**src/rtl/disp_pkg.sv**
```systemverilog
// Shared constants, state encoding and digit helpers for the seven-segment display sequencer.
package disp_pkg;

  localparam logic [3:0] CODE_OFF  = 4'hA;
  localparam logic [3:0] CODE_DASH = 4'hB;
  localparam logic [3:0] CODE_H    = 4'hC;
  localparam logic [3:0] CODE_L    = 4'hD;
  localparam logic [3:0] CODE_E    = 4'hE;
  localparam logic [3:0] CODE_P    = 4'hF;

  localparam logic [15:0] DISP_BLANK   = {4{CODE_OFF}};
  localparam int          SCROLL_STEPS = 12;

  typedef enum logic [1:0] {
    BLANK,
    SHOW_NUM,
    SCROLL
  } state_e;

  // Non-decimal digits are shown as a dash so a corrupt value is visible but harmless.
  function automatic logic [15:0] num_to_disp(input logic [15:0] bcd);
    logic [15:0] res;
    res = bcd;
    for (int i = 0; i < 4; i++) begin
      if (bcd[4*i +: 4] > 4'd9) res[4*i +: 4] = CODE_DASH;
    end
    return res;
  endfunction

  function automatic logic has_bad_digit(input logic [15:0] bcd);
    logic bad;
    bad = 1'b0;
    for (int i = 0; i < 4; i++) begin
      if (bcd[4*i +: 4] > 4'd9) bad = 1'b1;
    end
    return bad;
  endfunction

endpackage

```
**src/rtl/tick_gen.sv**
```systemverilog
// Free-running divider producing a one-cycle tick every TICK_DIV cycles, with synchronous clear.
module tick_gen #(
  parameter int TICK_DIV = 25000000
) (
  input  logic clk,
  input  logic rst,
  input  logic clr,
  output logic tick
);

  localparam int CNT_W = $clog2(TICK_DIV);

  logic [CNT_W-1:0] cnt_q, cnt_d;

  assign tick = (cnt_q == CNT_W'(TICK_DIV - 1));

  always_comb begin
    cnt_d = cnt_q + CNT_W'(1);
    if (clr || tick) cnt_d = '0;
  end

  always_ff @(posedge clk or posedge rst) begin
    if (rst) cnt_q <= '0;
    else     cnt_q <= cnt_d;
  end

endmodule

```
**src/rtl/disp_sched.sv**
```systemverilog
// Four-digit display sequencer arbitrating a BCD number against a scrolled 8-code message.
// Optional DISP_BLINK_EN adds a blink input that flashes the number on every tick.
module disp_sched
  import disp_pkg::*;
#(
  parameter int TICK_DIV = 25000000
) (
  input  logic        clk,
  input  logic        rst,
  input  logic        num_req,
  input  logic [15:0] num_bcd,
  output logic        num_ack,
  input  logic        msg_req,
  input  logic [31:0] msg_code,
  output logic        msg_ack,
  output logic [15:0] disp_code,
  output logic        busy,
  output logic        num_err
`ifdef DISP_BLINK_EN
  ,
  input  logic        blink
`endif
);

  state_e      state_q, state_d;
  logic [15:0] num_q, num_d;
  logic        nvalid_q, nvalid_d;
  logic        err_q, err_d;
  logic [15:0] win_q, win_d;
  logic [31:0] msg_q, msg_d;
  logic [3:0]  step_q, step_d;
  logic        num_ack_q, num_ack_d, num_hold_q;
  logic        msg_ack_q, msg_ack_d, msg_hold_q;
  logic        busy_q;
  logic [15:0] disp_q, disp_d;
  logic        tick, tick_clr;
  logic        num_ok, msg_ok, num_grant, msg_grant;

  tick_gen #(.TICK_DIV(TICK_DIV)) u_tick (
    .clk  (clk),
    .rst  (rst),
    .clr  (tick_clr),
    .tick (tick)
  );

  // A requester is blind while its ack is high and for one cycle after, so a late drop cannot re-trigger.
  assign num_ok = num_req && !num_ack_q && !num_hold_q;
  assign msg_ok = msg_req && !msg_ack_q && !msg_hold_q;

  always_comb begin
    // NOTE: every combinational output gets a default first so no path can infer a latch.
    state_d   = state_q;
    num_d     = num_q;
    nvalid_d  = nvalid_q;
    err_d     = err_q;
    win_d     = win_q;
    msg_d     = msg_q;
    step_d    = step_q;
    num_ack_d = 1'b0;
    msg_ack_d = 1'b0;
    num_grant = 1'b0;
    msg_grant = 1'b0;

    case (state_q)
      BLANK, SHOW_NUM: begin
        if (msg_ok)      msg_grant = 1'b1;
        else if (num_ok) num_grant = 1'b1;
      end
      SCROLL:  num_grant = num_ok;
      default: state_d = BLANK;
    endcase

    if (num_grant) begin
      num_d     = num_bcd;
      nvalid_d  = 1'b1;
      err_d     = has_bad_digit(num_bcd);
      num_ack_d = 1'b1;
      if (state_q != SCROLL) state_d = SHOW_NUM;
    end

    if (msg_grant) begin
      msg_ack_d = 1'b1;
      msg_d     = msg_code;
      win_d     = DISP_BLANK;
      step_d    = '0;
      state_d   = SCROLL;
    end

    if (state_q == SCROLL && tick) begin
      win_d  = {win_q[11:0], msg_q[31:28]};
      msg_d  = {msg_q[27:0], CODE_OFF};
      step_d = step_q + 4'd1;
      if (step_q == 4'(SCROLL_STEPS - 1)) state_d = nvalid_d ? SHOW_NUM : BLANK;
    end
  end

`ifdef DISP_BLINK_EN
  logic blink_ph_q, blink_ph_d;

  // Phase restarts low whenever blinking stops, so the first tick after blink rises blanks.
  assign blink_ph_d = (state_q == SHOW_NUM && blink) ? (blink_ph_q ^ tick) : 1'b0;
  assign tick_clr   = (state_q == BLANK) || (state_q != SCROLL && state_d == SCROLL);

  always_ff @(posedge clk or posedge rst) begin
    if (rst) blink_ph_q <= 1'b0;
    else     blink_ph_q <= blink_ph_d;
  end

  always_comb begin
    disp_d = DISP_BLANK;
    if (state_d == SCROLL)                       disp_d = win_d;
    else if (state_q == SHOW_NUM && !(blink && blink_ph_q)) disp_d = num_to_disp(num_q);
  end
`else
  assign tick_clr = (state_q != SCROLL);

  always_comb begin
    disp_d = DISP_BLANK;
    if (state_d == SCROLL)          disp_d = win_d;
    else if (state_q == SHOW_NUM)   disp_d = num_to_disp(num_q);
  end
`endif

  // NOTE: sequential state uses non-blocking assignments so all registers sample pre-edge values.
  always_ff @(posedge clk or posedge rst) begin
    if (rst) begin
      state_q    <= BLANK;
      num_q      <= '0;
      nvalid_q   <= 1'b0;
      err_q      <= 1'b0;
      win_q      <= DISP_BLANK;
      msg_q      <= '0;
      step_q     <= '0;
      num_ack_q  <= 1'b0;
      num_hold_q <= 1'b0;
      msg_ack_q  <= 1'b0;
      msg_hold_q <= 1'b0;
      busy_q     <= 1'b0;
      disp_q     <= DISP_BLANK;
    end else begin
      state_q    <= state_d;
      num_q      <= num_d;
      nvalid_q   <= nvalid_d;
      err_q      <= err_d;
      win_q      <= win_d;
      msg_q      <= msg_d;
      step_q     <= step_d;
      num_ack_q  <= num_ack_d;
      num_hold_q <= num_ack_q;
      msg_ack_q  <= msg_ack_d;
      msg_hold_q <= msg_ack_q;
      busy_q     <= (state_d == SCROLL);
      disp_q     <= disp_d;
    end
  end

  assign num_ack   = num_ack_q;
  assign msg_ack   = msg_ack_q;
  assign busy      = busy_q;
  assign num_err   = err_q;
  assign disp_code = disp_q;

endmodule

```
**config.mk**
```make
export PLATFORM = sky130hd
export DESIGN_NAME = disp_sched
export DESIGN_NICKNAME = d
export VERILOG_FILES = /design/src/rtl/disp_pkg.sv /design/src/rtl/tick_gen.sv /design/src/rtl/disp_sched.sv
export SDC_FILE = /design/constraint.sdc
export NUM_CORES = 1
export LEC_CHECK = 0
export ABC_CLOCK_PERIOD_IN_PS = 9900
export CORE_MARGIN = 2
export CORE_UTILIZATION = 55
export DETAILED_ROUTE_END_ITERATION = 12
export PLACE_DENSITY = 0.8
export SYNTH_ARGS = -nofsm -noshare
export SYNTH_HDL_FRONTEND = slang
export SYNTH_SLANG_ARGS = --single-unit
```
**constraint.sdc**
```tcl
create_clock -name clk -period 9.9 [get_ports clk]
set_input_delay 0.99 -clock clk [delete_from_list [all_inputs] [get_ports clk]]
set_output_delay 0.99 -clock clk [all_outputs]
set_load 0.02 [all_outputs]
```
### Word level (Yosys, flattened, before mapping)

Index checks and enable logic that the tools add are counted.
Widths: inputs -> output; s select.

* logic and storage cells: 76
* output and inout bits: 20
* bits in registers: 118
* input port bits: 52

* equal/unequal tests: 6
* reductions and logical operators: 14
* add/subtract/negate cells: 2
* mux-type cells: 32
* order comparisons: 8

Operator list (number)
* $mux 16: 4
* $mux 32: 2
* $gt 4x4->1 const B: 8
* $add 25x1->25 const B: 1
* $eq 25x25->1 const B: 1
* $mux 25: 1
* $mux 4: 6
* $mux 1: 12
* $mux 2: 6
* $logic_and 1x1->1: 5
* $add 4x1->4 const B: 1
* $eq 2x2->1 const B: 2
* $eq 4x4->1 const B: 1
* $logic_not 1->1: 4
* $reduce_or 3->1: 1
* $eq 2x1->1 const B: 1
* $logic_not 2->1: 1
* $ne 2x2->1 const B: 1
* $pmux 1 s2: 1
* $reduce_bool 2->1: 1
* $reduce_or 2->1: 1
* $logic_or 1x1->1: 1

### Longest topological paths before layout

* word-level depth: 12
* gate-level depth with buffers: 9
* gate-level depth less buffers: 6

### By module

Synthesis repeated with hierarchy kept, for this count alone.

* cells, all modules: 486
* area, all modules: 5322.6 um2

By module, submodules not included
* disp_sched: area each 4040.1 um2, cells an instance 347, times used 1, seq. area each 2347.3 um2
* tick_gen: area each 1282.5 um2, cells an instance 139, times used 1, seq. area each 625.6 um2

### Worst setup path after synthesis

No wires, ideal clock.

* kind: in2reg
* start point: input msg_req
* end point: register num_q[0]
* arrival: 2.280 ns
* library setup time: 0.117 ns
* required time: 9.783 ns
* slack: 7.503 ns
* stages on the path: 8
* path buffers: 2
* path through: nor3b_1 > nand2b_1 > buf_2 > nand3_1 > clkinv_1 > clkbuf_1 > nand2_1 > nand2_1

* longest elaborated chain between the ends: 4

Ends and longest elaborated chain
* start: declaration: line disp_sched.sv:13 `input logic msg_req,`
* $logic_and 1x1->1 (2 in a row): line disp_sched.sv:48 `assign msg_ok = msg_req && !msg_ack_q && !msg_hold_q;`
* $mux 1: line disp_sched.sv:66 `if (msg_ok) msg_grant = 1'b1;`
* $pmux 1 s2: line disp_sched.sv:64 `case (state_q)`
* end signal: assignment: line disp_sched.sv:142 `num_q <= num_d;`
* end: declaration: line disp_sched.sv:26 `logic [15:0] num_q, num_d;`

No other way between the ends.
A chain may end at the register's enable or synchronous reset.

### Final worst setup path

* start point: input msg_req
* end point: register state_q[0]

* longest elaborated chain between the ends: 8
* elaborated cells on any way between the ends: 12
* classes of those cells: mux: 10; reduce/logical: 2

Ends and longest elaborated chain
* $logic_and 1x1->1 (*) (2 in a row): line disp_sched.sv:48
* $mux 1: line disp_sched.sv:66
* $pmux 1 s2: line disp_sched.sv:64
* $mux 2 or $mux 1 (tied branches): line disp_sched.sv:73 `if (num_grant) begin`
* $mux 2 or $mux 1 (tied branches): line disp_sched.sv:81, disp_sched.sv:93
* $mux 2: line disp_sched.sv:93 `if (step_q == 4'(SCROLL_STEPS - 1)) state_d = nvalid_d ? SHOW_NUM : BLANK;`
* $mux 2 (*): line disp_sched.sv:89 `if (state_q == SCROLL && tick) begin`
* net state_d[0]: line disp_sched.sv:25 `state_e state_q, state_d;`
* end signal: assignment: line disp_sched.sv:141 `state_q <= state_d;`
* end: declaration: line disp_sched.sv:25

The timed path passes the listed nets; every way through them passes the cells marked *.

==> metrics.txt <==
clock slew at reported path FFs about 60 ps; top cells by area, synth dfrtp_1, dfstp_2, nand2_1; Mean Syn Cell Area about 10 sq um; vias per cell 5.613; Clock Tree Root clkbuf_8; final core occ a little under three quarters; layout net count 640; Synthesis Warnings 0; Synth top cells by count dfrtp_1, nand2_1, nor2_1; std cell rows 35; Tcrit/Tclk final 35.44%; CTS H-tree depth 4; starting density of the core ~57%; max-slew violations 0; antenna viol nets, final 0; status complete, no violations; Post-synth ARST share 100.0%; proportion of layout cells with a drive suffix above 1 approximately a tenth; Synth area leader dfrtp_1; largest net degree at the start of global routing 75; maximum clock rate 0.2850 GHz; sequential share of the synthesized area 56.68%; pre-CTS setup slack ~6000 ps; Core Area 9240 sq um; antenna violations before repair 0; min Tclk post-route about 3500 ps; routed len/inst 15.31 um; drt drc 0; # IOs 72; Leak around 3.0 nW; RSZ-0062 raised after global routing no; GPL Wtd Cong 0.8232; CTS Sinks 118; Post-Syn Nets 577; Num CTS Buffers 17; WS Path Type input port to flop; sum of negative setup slack 0 ps; clk_skew 17.63 ps; slew margin rel. 18.55%; Longest Clk Path Bufs 2; filler instances 655; CP endpoint kind flop; Die Ht 101.7 um; PostCTS Resize Cnt 0; final WL 11,140 um; Worst Hold Launch msg_ack; Post-Synthesis Cell Area 5245 sq um; r2r startpoint msg_ack; Final Hold Vio Count 0; setup violators final 0; Yosys reg bits 118; Global Route Usage Sum 23.86%; Setup WS post-layout between 6000 and 7000 ps; first-pass GRT wire length about 19,000 um; Hold WC Path Type flop to flop; worst slew pin tran 1219 ps; hpwl dp 7323 um; startpoint class of the critical path input port; CTS tree built; area grow syn2layout 25.02%; Clock Latency Late Sink approximately 520 ps; DR iter-0 viols ~230; maximum vdd drop 0.0001145 V; post-synth cell types 46; die area 10,330 sq um; Port Buffers 71; R2R setup slack 6890 ps; Primary FF master, synth dfrtp_1; critical path launch point msg_req; synthesized instance count 523; TritonRoute pass-1 iters 4; die width 101.7 um; via count 4,086; EDFF count, synth 0; maximum fanout along the worst path 19; Min Hold Slack between 400 and 500 ps; area share of the largest cell type after synthesis 48.66%; Post-CTS Hold Buffers 0; # Post-CTS Setup Buffers 0; number of global-route vias before repair 4,105; Required @ worst endpoint between 10,000 and 15,000 ps; # Max-Cap Violations 0; ant diodes 0; CP arrival 3880 ps; pwr/cell area 236.0 nW/um^2; gr ovfl total 0
==> cells in the final DEF, fill, tap and decap left out, drive strengths merged, types with 9 or more instances in the layout <==
| cell type | Yosys | layout |
|---|---|---|
| a21o | 29 | 29 |
| nor2 | 58 | 58 |
| a22o | 28 | 28 |
| dfstp | 16 | 16 |
| nand4 | 13 | 13 |
| nor3 | 12 | 12 |
| xnor2 | 14 | 14 |
| clkdlybuf4s50 | 0 | 71 |
| nand2 | 102 | 102 |
| dfrtp | 102 | 102 |
| xor2 | 9 | 9 |
| clkbuf | 18 | 17 |
| nand3 | 26 | 26 |
| clkinv | 2 | 11 |
| o21ai | 23 | 23 |
==> routing by layer <==
metal | GRT usage [%] | part of all wire (%) | vias up
met5 | 0 | 0 | -
li1 | - | - | 1944
met1 | 33.33 | 47 | 1975
met3 | 6.970 | 6.8 | 15
met2 | 36.44 | 45 | 152
met4 | 7.173 | 1.3 | 0
==> worst paths after layout <==
check / to / cells after the start
max: state_q[0] / 7
min: msg_hold_q / 0
max reg2reg: state_q[0] / 6
min reg2reg: msg_hold_q / 0
max in group asynchronous: step_q[0] / 3
min in group asynchronous: msg_q[4] / 2
==> flip-flops by register name (all words and copies together) (netlist names) <==
register,count
disp_code,16
nvalid_q,1
u_tick.cnt_q,25
busy,1
msg_ack,1
num_ack,1
state_q,2
step_q,4
num_err,1
msg_q,32
num_q,16
win_q,16
num_hold_q,1
msg_hold_q,1
==> power by group <==
part	switching, W	internal [W]	total, W
sequential	0.0000898	0.000599	0.000689
combinational	0.000171	0.000132	0.000304
clock	0.000223	0.000333	0.000555
total	0.000484	0.00106	0.00155
==> logic make-up after synthesis <==
group	after synthesis	synth area share, %
mux	3	0.5964
buf+inv	39	3.387
flops	118	56.68
simple gates	234	20.40
xor+xnor	23	3.841
fa+ha+maj	2	0.4770
compound gates	104	14.62
==> worst max-delay path, stage by stage <==
cell	delay, ps
clkdlybuf4s50_1	440
nor3b_1	310
nand2b_1	450
nand3_1	650
clkinv_1	600
nor2_1	320
o31ai_1	110
==> layout make-up <==
type | instances | area, sq um | area share [%]
flip-flops and latches | 118 | 2973 | 45.33
multi-input cells | 366 | 2103 | 32.07
well taps | 129 | 161.4 | 2.461
clock buffers | 17 | 414.1 | 6.316
inverters | 8 | 32.53 | 0.4961
repair buffers | 75 | 740.7 | 11.30
clock inverters | 15 | 132.6 | 2.023
==> per-stage QoR <==
| stage | std cells | total power, W | cell area [sq um] |
|---|---|---|---|
| 6_report | 728 | 0.001548 | 6558 |
| 5_1_grt | 728 | 0.001634 | 6558 |
| 4_1_cts | 728 | 0.001556 | 6558 |
| 3_5_place_dp | 696 | 0.0009967 | 6011 |
| 3_3_place_gp | 696 | 0.0009806 | 6011 |
| 2_1_floorplan | 523 | 0.0008955 | 5245 |
Note: power is estimated with default switching activity, not from simulation.
